==> src/rtl/memory_pkg.sv <==
// rtl/memory_pkg.sv - shared size encodings, store FSM states and lane offsets for the MEM stage
package memory_pkg;

    typedef enum logic [1:0] {
        SIZE_WORD = 2'd0,
        SIZE_HALF = 2'd1,
        SIZE_BYTE = 2'd2,
        SIZE_BAD  = 2'd3
    } size_e;

    typedef enum logic [1:0] {
        ST_IDLE,
        ST_WRITE,
        ST_READ,
        ST_WAIT
    } state_e;

    // Big-endian lane offsets: offset 0 is the most significant lane.
    localparam logic [1:0] LANE_B0 = 2'd0;
    localparam logic [1:0] LANE_B1 = 2'd1;
    localparam logic [1:0] LANE_B2 = 2'd2;
    localparam logic [1:0] LANE_B3 = 2'd3;
    localparam logic [1:0] LANE_H0 = 2'd0;
    localparam logic [1:0] LANE_H1 = 2'd2;

    function automatic logic store_aligned(input size_e size, input logic [1:0] off);
        case (size)
            SIZE_WORD: store_aligned = (off == 2'd0);
            SIZE_HALF: store_aligned = !off[0];
            SIZE_BYTE: store_aligned = 1'b1;
            default:   store_aligned = 1'b0;
        endcase
    endfunction

endpackage

==> src/rtl/memory_store_merger_if.sv <==
// rtl/memory_store_merger_if.sv - pipeline store request and word-memory port bundle
interface memory_store_merger_if #(
    parameter int ADDR_W = 32
);
    logic              req_valid;
    logic              req_ready;
    logic [ADDR_W-1:0] req_addr;
    logic [31:0]       req_data;
    logic [1:0]        req_size;
    logic              busy;
    logic              done;
    logic              misaligned;
    logic [ADDR_W-1:0] mem_addr;
    logic              mem_rd_en;
    logic [31:0]       mem_rd_data;
    logic              mem_rd_valid;
    logic              mem_wr_en;
    logic [31:0]       mem_wr_data;

    modport master (
        output req_valid, req_addr, req_data, req_size, mem_rd_data, mem_rd_valid,
        input  req_ready, busy, done, misaligned, mem_addr, mem_rd_en, mem_wr_en, mem_wr_data
    );

    modport slave (
        input  req_valid, req_addr, req_data, req_size, mem_rd_data, mem_rd_valid,
        output req_ready, busy, done, misaligned, mem_addr, mem_rd_en, mem_wr_en, mem_wr_data
    );
endinterface

==> src/rtl/store_lane_merge.sv <==
// rtl/store_lane_merge.sv - insert a byte or halfword into a big-endian word, other lanes kept
module store_lane_merge
    import memory_pkg::*;
(
    input  logic [31:0] old_word,
    input  logic [31:0] new_data,
    input  size_e       size,
    input  logic [1:0]  offset,
    output logic [31:0] merged_word
);

    always_comb begin
        merged_word = new_data;
        case (size)
            SIZE_HALF: begin
                if (offset == LANE_H0) merged_word = {new_data[15:0], old_word[15:0]};
                else                   merged_word = {old_word[31:16], new_data[15:0]};
            end
            SIZE_BYTE: begin
                case (offset)
                    LANE_B0: merged_word = {new_data[7:0], old_word[23:0]};
                    LANE_B1: merged_word = {old_word[31:24], new_data[7:0], old_word[15:0]};
                    LANE_B2: merged_word = {old_word[31:16], new_data[7:0], old_word[7:0]};
                    LANE_B3: merged_word = {old_word[31:8], new_data[7:0]};
                    default: merged_word = new_data;
                endcase
            end
            default: merged_word = new_data;
        endcase
    end

endmodule

==> src/rtl/memory_store_merger.sv <==
// rtl/memory_store_merger.sv - store unit: direct word writes, read-modify-write for sub-word stores
module memory_store_merger
    import memory_pkg::*;
#(
    parameter int ADDR_W = 32,
    parameter int DATA_W = 32
) (
    input  logic                  clock,
    input  logic                  reset,
    memory_store_merger_if.slave  bus
);

    state_e            state_q, state_d;
    logic [ADDR_W-1:0] addr_q, addr_d;
    size_e             size_q, size_d;
    logic [DATA_W-1:0] wdata_q, wdata_d;
    logic              misaligned_q, misaligned_d;
    logic [DATA_W-1:0] merged;
    size_e             req_size;

    assign req_size = size_e'(bus.req_size);

    // wdata_q doubles as the latched store data until the merge overwrites it.
    store_lane_merge u_merge (
        .old_word    (bus.mem_rd_data),
        .new_data    (wdata_q),
        .size        (size_q),
        .offset      (addr_q[1:0]),
        .merged_word (merged)
    );

    always_comb begin
        state_d      = state_q;
        addr_d       = addr_q;
        size_d       = size_q;
        wdata_d      = wdata_q;
        misaligned_d = 1'b0;
        case (state_q)
            ST_IDLE: begin
                if (bus.req_valid) begin
                    if (store_aligned(req_size, bus.req_addr[1:0])) begin
                        addr_d  = bus.req_addr;
                        size_d  = req_size;
                        wdata_d = bus.req_data;
                        state_d = (req_size == SIZE_WORD) ? ST_WRITE : ST_READ;
                    end else begin
                        misaligned_d = 1'b1;
                    end
                end
            end
            ST_READ:  state_d = ST_WAIT;
            ST_WAIT: begin
                if (bus.mem_rd_valid) begin
                    wdata_d = merged;
                    state_d = ST_WRITE;
                end
            end
            ST_WRITE: state_d = ST_IDLE;
            default:  state_d = ST_IDLE;
        endcase
    end

    always_ff @(posedge clock or posedge reset) begin
        if (reset) begin
            state_q      <= ST_IDLE;
            addr_q       <= '0;
            size_q       <= SIZE_WORD;
            wdata_q      <= '0;
            misaligned_q <= 1'b0;
        end else begin
            state_q      <= state_d;
            addr_q       <= addr_d;
            size_q       <= size_d;
            wdata_q      <= wdata_d;
            misaligned_q <= misaligned_d;
        end
    end

    assign bus.busy        = (state_q != ST_IDLE);
    assign bus.req_ready   = (state_q == ST_IDLE);
    assign bus.done        = (state_q == ST_WRITE);
    assign bus.mem_wr_en   = (state_q == ST_WRITE);
    assign bus.mem_rd_en   = (state_q == ST_READ);
    assign bus.misaligned  = misaligned_q;
    assign bus.mem_addr    = {addr_q[ADDR_W-1:2], 2'b00};
    assign bus.mem_wr_data = wdata_q;

endmodule
==> src/flat_wrapper.sv <==
// flat-port wrapper written by rule: the top's interface ports become plain ports
module memory_store_merger_flat import memory_pkg::*;
#(
    parameter int ADDR_W = 32,
    parameter int DATA_W = 32
)
  (clock, reset, bus_req_valid, bus_req_addr, bus_req_data, bus_req_size, bus_mem_rd_data, bus_mem_rd_valid, bus_req_ready, bus_busy, bus_done, bus_misaligned, bus_mem_addr, bus_mem_rd_en, bus_mem_wr_en, bus_mem_wr_data);
  memory_store_merger_if #(.ADDR_W(ADDR_W)) bus_i ();
  input  logic clock;
  input  logic reset;
  input wire logic [$bits(bus_i.req_valid)-1:0] bus_req_valid;
  input wire logic [$bits(bus_i.req_addr)-1:0] bus_req_addr;
  input wire logic [$bits(bus_i.req_data)-1:0] bus_req_data;
  input wire logic [$bits(bus_i.req_size)-1:0] bus_req_size;
  input wire logic [$bits(bus_i.mem_rd_data)-1:0] bus_mem_rd_data;
  input wire logic [$bits(bus_i.mem_rd_valid)-1:0] bus_mem_rd_valid;
  output wire logic [$bits(bus_i.req_ready)-1:0] bus_req_ready;
  output wire logic [$bits(bus_i.busy)-1:0] bus_busy;
  output wire logic [$bits(bus_i.done)-1:0] bus_done;
  output wire logic [$bits(bus_i.misaligned)-1:0] bus_misaligned;
  output wire logic [$bits(bus_i.mem_addr)-1:0] bus_mem_addr;
  output wire logic [$bits(bus_i.mem_rd_en)-1:0] bus_mem_rd_en;
  output wire logic [$bits(bus_i.mem_wr_en)-1:0] bus_mem_wr_en;
  output wire logic [$bits(bus_i.mem_wr_data)-1:0] bus_mem_wr_data;
  assign bus_i.req_valid = bus_req_valid;
  assign bus_i.req_addr = bus_req_addr;
  assign bus_i.req_data = bus_req_data;
  assign bus_i.req_size = bus_req_size;
  assign bus_i.mem_rd_data = bus_mem_rd_data;
  assign bus_i.mem_rd_valid = bus_mem_rd_valid;
  assign bus_req_ready = bus_i.req_ready;
  assign bus_busy = bus_i.busy;
  assign bus_done = bus_i.done;
  assign bus_misaligned = bus_i.misaligned;
  assign bus_mem_addr = bus_i.mem_addr;
  assign bus_mem_rd_en = bus_i.mem_rd_en;
  assign bus_mem_wr_en = bus_i.mem_wr_en;
  assign bus_mem_wr_data = bus_i.mem_wr_data;
  memory_store_merger #(.ADDR_W(ADDR_W), .DATA_W(DATA_W)) u_core (.clock(clock), .reset(reset), .bus(bus_i));
endmodule
==> config.mk <==
export PLATFORM = sky130hd
export DESIGN_NAME = memory_store_merger_flat
export DESIGN_NICKNAME = d
export VERILOG_FILES = /design/src/rtl/memory_pkg.sv /design/src/rtl/memory_store_merger_if.sv /design/src/rtl/store_lane_merge.sv /design/src/rtl/memory_store_merger.sv /design/src/flat_wrapper.sv
export SDC_FILE = /design/constraint.sdc
export NUM_CORES = 1
export LEC_CHECK = 0
export ABC_AREA = 1
export CORE_AREA = 8 8 113 115
export CTS_BUF_LIST = sky130_fd_sc_hd__clkbuf_16
export DETAILED_ROUTE_END_ITERATION = 8
export DIE_AREA = 0 0 121 123
export GPL_ROUTABILITY_DRIVEN = 0
export GPL_TIMING_DRIVEN = 0
export HOLD_SLACK_MARGIN = 0.05
export PLACE_DENSITY = 0.75
export SKIP_LAST_GASP = 1
export SYNTH_ARGS = -nofsm -noshare
export SYNTH_HDL_FRONTEND = slang
export SYNTH_SLANG_ARGS = --single-unit
==> constraint.sdc <==
create_clock -name clock -period 2.04 [get_ports clock]
set_input_delay 0.204 -clock clock [delete_from_list [all_inputs] [get_ports clock]]
set_output_delay 0.204 -clock clock [all_outputs]
set_load 0.02 [all_outputs]
==> metrics.md <==
| Metric | Value |
|---|---|
| Run status | completed |
| Clock tree root driver cell | clkbuf_16 |
| Register Area | 1728 sq um |
| Post-layout instance count excluding filler cells | 911 |
| Vias per std cell | 4.724 |
| Sink Count | 69 |
| P_leak | 3.139 nW |
| Number of cell rows | 39 |
| Length of the first detailed-routing pass in iterations | 6 |
| Post-detailed-placement half-perimeter wirelength | 10680 um |
| Fin. Hold Viols | 0 |
| PostCTS Resize Cnt | 0 |
| Setup violations, final | 0 |
| DRC violation total after the first TritonRoute iteration | 286 |
| Filler Cell Count | 1058 |
| Die width | 121 um |
| Required time of the critical path | 1840 ps |
| Total power per unit cell area | 1495 nW/um^2 |
| RSZ-0062 raised after global routing | no |
| Min-delay worst type | in2async |
| Dpl cell area | 5969 sq um |
| Initial antenna violation count | 0 |
| IR drop worst, VDD | 0.8388 mV |
| Via count | 4304 |
| Clock latency of the later-clocked register in the worst-skew pair | 330 ps |
| DRT Wirelength | 13620 um |
| CTS tree | done |
| Maximum frequency from static timing analysis | 512.0 MHz |
| Number of buffers on the longest clock path | 2 |
| Number of max-capacitance violations reported | 0 |
| Die span in y | 123 um |
| Pin count of the biggest net entering global routing | 70 |
| Post-CTS setup buffer count | 0 |
| Count of nets left with antenna violations after detail routing | 0 |
| Worst hold-check slack | 413.0 ps |
| Worst slew margin relative to its limit | 0.4146 |
| Avg Cell Area, Syn | 7.032 sq um |
| Count of mapped cells out of synthesis | 582 |
| Register area share after synthesis | 0.4219 |
| Number of hold buffers added after cts | 0 |
| Number of flip-flops and latches in the synthesized netlist | 69 |
| Remaining design rule violation count | 0 |
| Setup crit end kind | output port |
| Overall Global Routing Usage | 0.1824 |
| GRT overflow | 0 |
| Initial cell density of the core | 0.3695 |
| Critical path peak fanout | 7 |
| Register clock-pin slew on the reported worst setup and hold paths | 60 ps |
| Area inside the core boundary | 11080 sq um |
| Overall die area | 14880 sq um |
| Utilization after layout | 0.5646 |
| Diode insertion count for antenna repair | 0 |
| Total number of yosys warnings | 0 |
| Startpoint type of the worst setup path | register |
| Nets | 867 |
| Mapped cell area | 4093 sq um |
| Count of buffers inserted at the top-level ports | 169 |
| # IOs | 172 |
| Clock skew after layout | 4.304 ps |
| Path depth of the worst reg2reg path | 10 |
| Library cells used by synthesis | 26 |
| Final slew viol count | 0 |
| DR WL/cell | 14.95 um |
| Crit path time final | 1953 ps |
| Slew at the pin closest to its max-slew limit | 878.0 ps |
| Global-route wire length before repair | 21580 um |
| Growth of design area from synthesis to finish | 52.80% |
| TritonCTS Buffers | 9 |
| Finished layout cell area | 6254 sq um |
| CTS H-tree depth | 3 |
| Dpl cells | 895 |
| Worst setup path category | reg2out |
| Area of combinational cells with multiple inputs | 1733 sq um |
| Arr. time, crit path | 1750 ps |
| Final clock period utilization by the worst path | 0.9573 |
| Ratio of cells with drive above 1 in the final layout | 0.1107 |
| Via count of the first global-routing pass | 4382 |
## final cells by class
| cell class | instances | share of cell area |
|---|---|---|
| Clock buffer | 9 | 0.03601 |
| Inverter | 70 | 0.04242 |
| Sequential cell | 69 | 0.2763 |
| Clock inverter | 7 | 0.009204 |
| Multi-Input combinational cell | 388 | 0.2771 |
| Tap cell | 143 | 0.02861 |
| Timing Repair Buffer | 169 | 0.2705 |
| Buffer | 56 | 0.05982 |
## path summary, 6_finish.rpt
kind	from	to	slack, ps
max	u_core.state_q[1]	bus_mem_wr_en	90
min	reset	u_core.addr_q[21]	410
max reg2reg	u_core.size_q[0]	u_core.bus.mem_wr_data[24]	260
min reg2reg	u_core.bus.mem_wr_data[18]	u_core.bus.mem_wr_data[18]	480
max in group asynchronous	reset	u_core.state_q[0]	1010
min in group clock	bus_req_addr[13]	u_core.addr_q[13]	430
## report_power, final
| group | switching [W] | leakage, nW | total (W) | internal (W) |
|---|---|---|---|---|
| clock | 0.000580 | 0.139 | 0.00151 | 0.000927 |
| combinational | 0.00298 | 2.15 | 0.00533 | 0.00235 |
| sequential | 0.000488 | 0.852 | 0.00251 | 0.00203 |
| total | 0.00404 | 3.14 | 0.00935 | 0.00530 |
## registers in the layout, indices dropped and copies added (netlist names)
name	count
u_core.bus.misaligned	1
u_core.addr_q	32
u_core.size_q	2
u_core.state_q	2
u_core.bus.mem_wr_data	32
## cells in the mapped netlist
| master | count | area share |
|---|---|---|
| or2_2 | 7 | 0.011 |
| a21oi_1 | 6 | 0.0073 |
| ha_1 | 2 | 0.0061 |
| buf_6 | 2 | 0.0055 |
| o21ai_2 | 3 | 0.0064 |
| dfrtp_1 | 69 | 0.42 |
| nand4_1 | 15 | 0.023 |
| nand2_4 | 1 | 0.0028 |
| nor2_2 | 5 | 0.0076 |
| nor2_8 | 1 | 0.0049 |
| conb_1 | 1 | 0.00092 |
| buf_2 | 8 | 0.0098 |
| nor2_4 | 1 | 0.0028 |
| nand2_2 | 1 | 0.0015 |
| inv_1 | 67 | 0.061 |
| a31oi_1 | 1 | 0.0015 |
| nand2_1 | 214 | 0.20 |
| nand3_1 | 36 | 0.044 |
| inv_2 | 3 | 0.0028 |
| o21ai_1 | 12 | 0.015 |
| o211ai_1 | 2 | 0.0037 |
| nand3_2 | 2 | 0.0049 |
| nor2_1 | 35 | 0.032 |
| buf_4 | 37 | 0.068 |
| clkbuf_1 | 9 | 0.0083 |
| o21ai_0 | 42 | 0.051 |
## placed cells by master (no fill, tap or decap), types with 12 or more instances in the layout
| cell type | n |
|---|---|
| o21ai_1 | 12 |
| buf_4 | 37 |
| nand3_1 | 36 |
| nor2_1 | 35 |
| dfrtp_1 | 68 |
| clkdlybuf4s50_1 | 169 |
| o21ai_0 | 42 |
| nand4_1 | 15 |
| inv_1 | 67 |
| nand2_1 | 214 |
## metrics by stage
| stage | setup slack (ps) | setup TNS (ps) | power [W] |
|---|---|---|---|
| detailed placement | 187.5 | 0 | 0.007874 |
| global placement | -1106 | -76000 | 0.007749 |
| CTS | 28.64 | 0 | 0.009433 |
| finish | 87.06 | 0 | 0.009346 |
| global route | 15.73 | 0 | 0.01007 |
| floorplan | 96.14 | 0 | 0.005651 |
## cell families after synthesis
family                     after synthesis  synth area share
AOI/OAI and AO/OA                       66           0.08499
DFF                                     69            0.4219
and+or+nand+nor                        318            0.3305
adders and majority gates                2          0.006113
other                                    1         0.0009163
buffers and inverters                  126            0.1556
## routing by layer
metal	GRT usage	up-vias	share of wire
met1	0.2009	1965	0.40
li1	-	2131	-
met3	0.09589	12	0.13
met2	0.3016	196	0.46
met4	0.05230	0	0.012
met5	0	-	0
## critical path, stage by stage (launching register included)
cell and delay, ps:
dfrtp_1 460, nor2_1 230, buf_4 140, clkdlybuf4s50_1 590
Note: power is estimated with default switching activity, not from simulation.
